<file path="src/rtl/mc_sequencer.sv">
// Multi-cycle processor control sequencer: Moore FSM driving datapath controls,
// with a bounded memory-acknowledge wait and a saturating retired-instruction counter.
module mc_sequencer #(
    parameter int OPCODE_WIDTH = 6,
    parameter int WAIT_LIMIT   = 16,
    parameter int CNT_WIDTH    = 32
) (
    input  logic                    clk,
    input  logic                    reset,
    input  logic [OPCODE_WIDTH-1:0] opcode,
    input  logic                    mem_ack,
    output logic                    pc_write,
    output logic                    pc_write_cond,
    output logic                    i_or_d,
    output logic                    mem_read,
    output logic                    mem_write,
    output logic                    mem_to_reg,
    output logic                    ir_write,
    output logic                    alu_src_a,
    output logic                    reg_write,
    output logic                    reg_dst,
    output logic [1:0]              pc_source,
    output logic [1:0]              alu_op,
    output logic [1:0]              alu_src_b,
    output logic                    mem_req,
    output logic [3:0]              state,
    output logic                    halted,
    output logic                    error,
    output logic [CNT_WIDTH-1:0]    instr_count
);

    localparam logic [3:0] S_FETCH  = 4'd0;
    localparam logic [3:0] S_DECODE = 4'd1;
    localparam logic [3:0] S_EXEC_R = 4'd2;
    localparam logic [3:0] S_EXEC_I = 4'd3;
    localparam logic [3:0] S_ADDR   = 4'd4;
    localparam logic [3:0] S_MEM_RD = 4'd5;
    localparam logic [3:0] S_MEM_WR = 4'd6;
    localparam logic [3:0] S_WB_R   = 4'd7;
    localparam logic [3:0] S_WB_I   = 4'd8;
    localparam logic [3:0] S_WB_MEM = 4'd9;
    localparam logic [3:0] S_BRANCH = 4'd10;
    localparam logic [3:0] S_JUMP   = 4'd11;
    localparam logic [3:0] S_HALT   = 4'd12;
    localparam logic [3:0] S_ERROR  = 4'd13;

    localparam int WCNT_WIDTH = $clog2(WAIT_LIMIT + 1);
    localparam logic [WCNT_WIDTH-1:0] WAIT_LAST = WCNT_WIDTH'(WAIT_LIMIT - 1);
    localparam logic [CNT_WIDTH-1:0]  CNT_MAX   = {CNT_WIDTH{1'b1}};

    localparam logic [OPCODE_WIDTH-1:0] OP_LOAD   = {2'b10, {(OPCODE_WIDTH-2){1'b0}}};
    localparam logic [OPCODE_WIDTH-1:0] OP_STORE  = OP_LOAD | OPCODE_WIDTH'(1'b1);
    localparam logic [OPCODE_WIDTH-1:0] OP_BRANCH = {2'b11, {(OPCODE_WIDTH-2){1'b0}}};
    localparam logic [OPCODE_WIDTH-1:0] OP_JUMP   = OP_BRANCH | OPCODE_WIDTH'(1'b1);
    localparam logic [OPCODE_WIDTH-1:0] OP_HALT   = {OPCODE_WIDTH{1'b1}};

    logic [3:0]              state_q, state_d;
    logic [WCNT_WIDTH-1:0]   wait_q, wait_d;
    logic [OPCODE_WIDTH-1:0] opcode_q, opcode_d;
    logic [CNT_WIDTH-1:0]    count_q, count_d;
    logic                    waiting_s;
    logic                    retire_s;
    logic [3:0]              ack_next_s;

    // Next-state, wait-counter and retire-counter logic.
    always_comb begin
        state_d    = state_q;
        opcode_d   = opcode_q;
        waiting_s  = 1'b0;
        retire_s   = 1'b0;
        ack_next_s = state_q;
        wait_d     = {WCNT_WIDTH{1'b0}};
        count_d    = count_q;

        case (state_q)
            S_FETCH: begin
                waiting_s  = 1'b1;
                ack_next_s = S_DECODE;
            end
            S_DECODE: begin
                opcode_d = opcode;
                if (opcode[OPCODE_WIDTH-1 -: 2] == 2'b00) begin
                    state_d = S_EXEC_R;
                end else if (opcode[OPCODE_WIDTH-1 -: 2] == 2'b01) begin
                    state_d = S_EXEC_I;
                end else if (opcode == OP_LOAD || opcode == OP_STORE) begin
                    state_d = S_ADDR;
                end else if (opcode == OP_BRANCH) begin
                    state_d = S_BRANCH;
                end else if (opcode == OP_JUMP) begin
                    state_d = S_JUMP;
                end else if (opcode == OP_HALT) begin
                    state_d = S_HALT;
                end else begin
                    state_d = S_ERROR;
                end
            end
            S_EXEC_R: state_d = S_WB_R;
            S_EXEC_I: state_d = S_WB_I;
            // Load/store choice uses the opcode captured in DECODE, not the live input.
            S_ADDR: begin
                if (opcode_q == OP_STORE) begin
                    state_d = S_MEM_WR;
                end else begin
                    state_d = S_MEM_RD;
                end
            end
            S_MEM_RD: begin
                waiting_s  = 1'b1;
                ack_next_s = S_WB_MEM;
            end
            S_MEM_WR: begin
                waiting_s  = 1'b1;
                ack_next_s = S_FETCH;
            end
            S_WB_R, S_WB_I, S_WB_MEM, S_BRANCH, S_JUMP: begin
                state_d  = S_FETCH;
                retire_s = 1'b1;
            end
            S_HALT:  state_d = S_HALT;
            S_ERROR: state_d = S_ERROR;
            default: state_d = S_ERROR;
        endcase

        // An acknowledge in the final permitted cycle still completes normally.
        if (waiting_s) begin
            if (mem_ack) begin
                state_d  = ack_next_s;
                retire_s = (state_q == S_MEM_WR);
            end else if (wait_q == WAIT_LAST) begin
                state_d = S_ERROR;
            end else begin
                wait_d = wait_q + 1'b1;
            end
        end else begin
            wait_d = {WCNT_WIDTH{1'b0}};
        end

        if (retire_s && (count_q != CNT_MAX)) begin
            count_d = count_q + 1'b1;
        end else begin
            count_d = count_q;
        end
    end

    // State and counter registers.
    always_ff @(posedge clk or posedge reset) begin
        if (reset) begin
            state_q  <= S_FETCH;
            wait_q   <= {WCNT_WIDTH{1'b0}};
            opcode_q <= {OPCODE_WIDTH{1'b0}};
            count_q  <= {CNT_WIDTH{1'b0}};
        end else begin
            state_q  <= state_d;
            wait_q   <= wait_d;
            opcode_q <= opcode_d;
            count_q  <= count_d;
        end
    end

    // Moore control decode; FETCH adds the acknowledge-qualified PC/IR update.
    always_comb begin
        pc_write      = 1'b0;
        pc_write_cond = 1'b0;
        i_or_d        = 1'b0;
        mem_read      = 1'b0;
        mem_write     = 1'b0;
        mem_to_reg    = 1'b0;
        ir_write      = 1'b0;
        alu_src_a     = 1'b0;
        reg_write     = 1'b0;
        reg_dst       = 1'b0;
        pc_source     = 2'b00;
        alu_op        = 2'b00;
        alu_src_b     = 2'b00;
        mem_req       = 1'b0;

        case (state_q)
            S_FETCH: begin
                mem_req  = 1'b1;
                mem_read = 1'b1;
                if (mem_ack && !reset) begin
                    ir_write  = 1'b1;
                    pc_write  = 1'b1;
                    alu_src_b = 2'b01;
                end else begin
                    ir_write  = 1'b0;
                end
            end
            S_DECODE: alu_src_b = 2'b11;
            S_EXEC_R: begin
                alu_src_a = 1'b1;
                alu_op    = 2'b10;
            end
            S_EXEC_I: begin
                alu_src_a = 1'b1;
                alu_src_b = 2'b10;
                alu_op    = 2'b11;
            end
            S_ADDR: begin
                alu_src_a = 1'b1;
                alu_src_b = 2'b10;
            end
            S_MEM_RD: begin
                mem_req  = 1'b1;
                mem_read = 1'b1;
                i_or_d   = 1'b1;
            end
            S_MEM_WR: begin
                mem_req   = 1'b1;
                mem_write = 1'b1;
                i_or_d    = 1'b1;
            end
            S_WB_R: begin
                reg_write = 1'b1;
                reg_dst   = 1'b1;
            end
            S_WB_I:   reg_write = 1'b1;
            S_WB_MEM: begin
                reg_write  = 1'b1;
                mem_to_reg = 1'b1;
            end
            S_BRANCH: begin
                alu_src_a     = 1'b1;
                alu_op        = 2'b01;
                pc_write_cond = 1'b1;
                pc_source     = 2'b01;
            end
            S_JUMP: begin
                pc_write  = 1'b1;
                pc_source = 2'b10;
            end
            default: mem_req = 1'b0;
        endcase
    end

    assign state       = state_q;
    assign halted      = (state_q == S_HALT);
    assign error       = (state_q == S_ERROR);
    assign instr_count = count_q;

endmodule

</file>
<file path="config.mk">
export PLATFORM = sky130hd
export DESIGN_NAME = mc_sequencer
export DESIGN_NICKNAME = d
export VERILOG_FILES = /design/src/rtl/mc_sequencer.sv
export SDC_FILE = /design/constraint.sdc
export NUM_CORES = 1
export LEC_CHECK = 0
export ABC_AREA = 1
export CAP_MARGIN = 15
export CORE_MARGIN = 1.5
export CORE_UTILIZATION = 49
export CTS_BUF_LIST = sky130_fd_sc_hd__clkbuf_2 sky130_fd_sc_hd__clkbuf_4 sky130_fd_sc_hd__clkbuf_8
export DETAILED_ROUTE_END_ITERATION = 10
export GPL_TIMING_DRIVEN = 0
export PLACE_DENSITY_LB_ADDON = 0.05
export RECOVER_POWER = 25
export SLEW_MARGIN = 0
export SYNTH_ARGS = -nofsm -noshare
export SYNTH_HDL_FRONTEND = slang
export SYNTH_SLANG_ARGS = --single-unit
</file>
<file path="constraint.sdc">
create_clock -name clk -period 1.9 [get_ports clk]
set_input_delay 0.38 -clock clk [delete_from_list [all_inputs] [get_ports clk]]
set_output_delay 0.38 -clock clk [all_outputs]
set_load 0.05 [all_outputs]
</file>
Yosys cells after proc, flatten, opt, wreduce, memory -nomap -nowiden. Index checks and enable logic that the tools add are counted.

Add/sub/neg operators: 2. Equal/unequal tests: 23. Mux-type cells: 34. Reduce and logical (&&, ||, !) cells: 13.

Operator list (number): equality test 6 bit (second input constant) (6); adder 32 x 1 -> 32 bit (second input constant) (1); inequality test 32 bit (second input constant) (1); one-hot mux 4 bit (7 select lines) (1); equality test 4 bit (second input constant) (6); 2-to-1 mux 4 bit (6); equality test 4 x 3 -> 1 bit (second input constant) (4); 2-to-1 mux 1 bit (16); 2-to-1 mux 5 bit (3); one-hot mux 2 bit (3 select lines) (2); one-hot mux 4 bit (3 select lines) (1); equality test 4 x 2 -> 1 bit (second input constant) (2); 2-to-1 mux 3 bit (2); OR reduction 2 bit (3); OR reduction 3 bit (2); adder 5 x 1 -> 5 bit (second input constant) (1); equality test 5 x 4 -> 1 bit (second input constant) (1); inequality test 5 x 2 -> 1 bit (second input constant) (1); OR reduction 5 bit (1); equality test 4 x 1 -> 1 bit (second input constant) (1); zero test 4 bit (1); one-hot mux 2 bit (2 select lines) (1); OR reduction 4 bit (1); equality test 2 x 1 -> 1 bit (second input constant) (1); 6 further kinds (7).

Register bits: 47. Bits of input ports: 9. Output and inout port bits: 55.

Depth between registers and ports, before layout.
Word-level depth: 11. Mapped depth: 11. Gate-level depth less buffers: 10.

Worst setup path before layout. Ideal clock, no wire load.

Kind: reg2out. Start point: register state_q[1], in the netlist state[1]. End point: output pc_write. Data arrival time: 2833 ps. Required time: 1520 ps. Slack: -1313 ps. Cell stages (with the launch flop): 7. Path buffers: 1. Cell sequence: dfrtp_1 > buf_4 > nor2_1 > nand2_1 > nor3_1 > inv_1 > o21ai_0.

Word-level cells in the longest chain between the ends: 2. Elaborated cells on any way between the ends: 3. Classes of those cells: 1 x eq/ne; 1 x mux; 1 x reduce/logical.

Ends and longest elaborated chain: start, declared (line 57) `logic [3:0] state_q, state_d;`; start signal, assigned (line 154) `state_q <= state_d;`; equality test 4 bit / zero test 4 bit (equally long branches) (line 178) `case (state_q)`; one-hot mux 1 bit (2 select lines) (*) (line 178); end, declared (line 12) `output logic pc_write,`.

Mark *: on every way between the ends. The rest lies on a longest branch, timed or not.

Worst setup path after layout. Same ends and word-level chain as after synthesis.

==> reports/qor.txt <==
Status: finished, violations left
Failing checks: setup timing
Synth Register Bits: 47
Total Die Area: 6810 µm²
Post-synth top flop: dfrtp_1
Fin. max-slew vios: 0
DP Wirelength: 6.18 mm
Largest net degree at the start of global routing: 44
Commonest non-fill, non-tap cell in the layout: nand2_1
Most frequent cells in the layout: 226 x nand2_1, 67 x nor2_1, 41 x dfrtp_1
Relative slew slack: 61.2%
Post-Synth Adder-Cell Area: 0.807%
Vias in the first global route: 2875
Class of the worst hold path: reg2reg
WHS Path Cells: 1
Final hold violations: 0
Die H: 82.5 µm
First-pass GRT wire length: 13.2 mm
DIE WIDTH: 82.5 µm
IO Count: 64
Register area share after synthesis: 37.9%
Row count: 28
Post-synth EDFFs: 0
Synth Area in Simple Gates: 46.4%
Post-Place Worst Slack: -0.647 ns
Syn avg cell area: 6.47 µm²
Synth Cell Area: 3100 µm²
Worst Skew: 0.0133 ns
DRC viols: 0
Ant diodes: 0
Post-synthesis mux area share: 0%
Final setup vio count: 1
Largest family of logic cells by synthesized area: simple AND/OR/NAND/NOR gates
Post-synth ARST share: 100%
Multi-input logic area: 1860 µm²
Non-Filler Instances: 628
P per Cell Area: 1140 nW/µm²
Number of clock sinks: 47
Share of the synthesized area in the top cell type: 37.9%
Worst-Skew Late Latency: 0.30 ns
RSZ-0062 raised after global routing: yes
Synth warn: 0
CP Launch Type: flip-flop
H-tree depth reported by CTS: 2
XOR/XNOR Fraction of Synth Area: 5.08%
Slew of the pin with the lowest slew margin: 0.582 ns
VDD IR max: 0.00107 V
CTS tree: built
Post-DRT Antenna Nets: 0
Share of cells above drive strength 1: 14.8%
Initial Util: 51.5%
1st-iter DRT viols: 135
Synth area leader: dfrtp_1
Final RePlAce weighted congestion: 0.929
CTS clk-pin slew, worst paths: 0.09 ns
Final wirelength: 7.98 mm
Drt wl/cell: 12.7 µm
Crit share post-route: 100%
Slack of the critical path: -0.00564 ns
Data arrival, critical path: 1.53 ns
Via-to-Cell Ratio: 4.89
Crit path kind: reg2out
Area fraction in compound gates after synthesis: 2.99%
Placed instance count: 618
CTS buffer count: 5
Reg2Reg Depth: 11
Drt pass-1 iters: 4
Req. time, crit path: 1.52 ns
Core area: 6030 µm²
Fin nets: 563
Clock Tree Buf Depth: 2
Mapped Nets: 490
Worst-path maximum fanout: 8
GRT Util Overall: 25.5%
Synth-to-layout area growth: 30.2%
Crit. End Element: primary output
Peak Freq: 525 MHz
Tmin final: 1.91 ns
Post-Syn Instances: 479
Grt ovf: 0
Filler Cells Inserted: 575
Vias: 3070
Area contributors post-synth: dfrtp_1 38%, nand2_1 28%, nor2_1 9.3%
Storage cell area: 1180 µm²
Initial antenna violation count: 0
Cell variety after synth: 28
Max cap viols: 0
Leak: 0.00220 µW
Number of I/O port buffers: 63
CTS root buf: clkbuf_8
state kept, by name, summed over array words and instances, names as in the netlist:
name         cells
wait_q           5
state            4
instr_count     32
opcode_q         6
worst max-delay path: stages (launching register included):
cell and delay [ns]:
dfrtp_2 0.42, buf_6 0.15, nor2_4 0.12, nand2_4 0.08, nor3_4 0.14, inv_2 0.09, o21ai_4 0.06, buf_6 0.17
cells by family (layout without fill, tap and decap cells):
group / Yosys count / after routing
flip-flops: 47 / 47
adder cells (fa/ha/maj): 2 / 2
buffers and inverters: 46 / 120
XOR/XNOR: 18 / 18
AND/OR/NAND/NOR: 349 / 349
AO/OA/AOI/OAI: 17 / 17
through the flow:
step           area (µm²)  total power [µW]  setup TNS [ns]  util (%)  hold slack, ns
2_1_floorplan        3210              3150          -0.484         -           0.443
3_5_place_dp         3960              3870           -5.44      65.8           0.469
5_1_grt              4040              4890          -0.390      67.0           0.508
6_report             4040              4620        -0.00564      67.0           0.478
3_3_place_gp         3940              3830          -35.22      65.3           0.461
4_1_cts              4040              4560         -0.0311      67.0           0.375
cell type report:
type | instances | area share, %
buffer | 8 | 1.77
clock buffer | 7 | 2.39
multi-input combinational | 386 | 46.0
sequential | 47 | 29.3
timing repair buffer | 66 | 14.4
inverter | 38 | 3.60
tap | 75 | 2.32
clock inverter | 1 | 0.186
routing by layer:
layer	wire [µm]	GRT usage, %
met1	3500	30.8
met2	4020	46.9
met3	353	3.85
met4	119	6.33
met5	0	0
cells in the mapped netlist (3+ instances only):
master    number
dfrtp_1       47
xnor2_1        4
nor2_1        77
inv_1         36
nand3_1       12
nand3b_1      15
nor3_1         3
buf_4          5
o21ai_0        8
a21oi_1        3
xor2_1        14
nand2_1      233
worst paths after layout:
check	startpoint	endpoint	slack (ns)
max	state[1]	pc_write	-0.006
min	wait_q[0]	wait_q[0]	0.48
max reg2reg	instr_count[0]	instr_count[12]	0.12
min reg2reg	wait_q[0]	wait_q[0]	0.48
max in group asynchronous	reset	instr_count[0]	0.55
min in group asynchronous	reset	wait_q[0]	0.49
power breakdown:
group / total [µW] / internal, µW / switching (µW)
clock network: 675 / 332 / 343
logic: 2590 / 797 / 1790
registers: 1360 / 1170 / 186
total: 4620 / 2300 / 2320
what timing repair did:
action	in CTS	in global routing
gates resized for setup	140	25
pin swaps	3	0
setup endpoints to repair	58	33
setup buffers	2	0
hold buffers	0	0
Note: power is estimated with default switching activity, not from simulation.
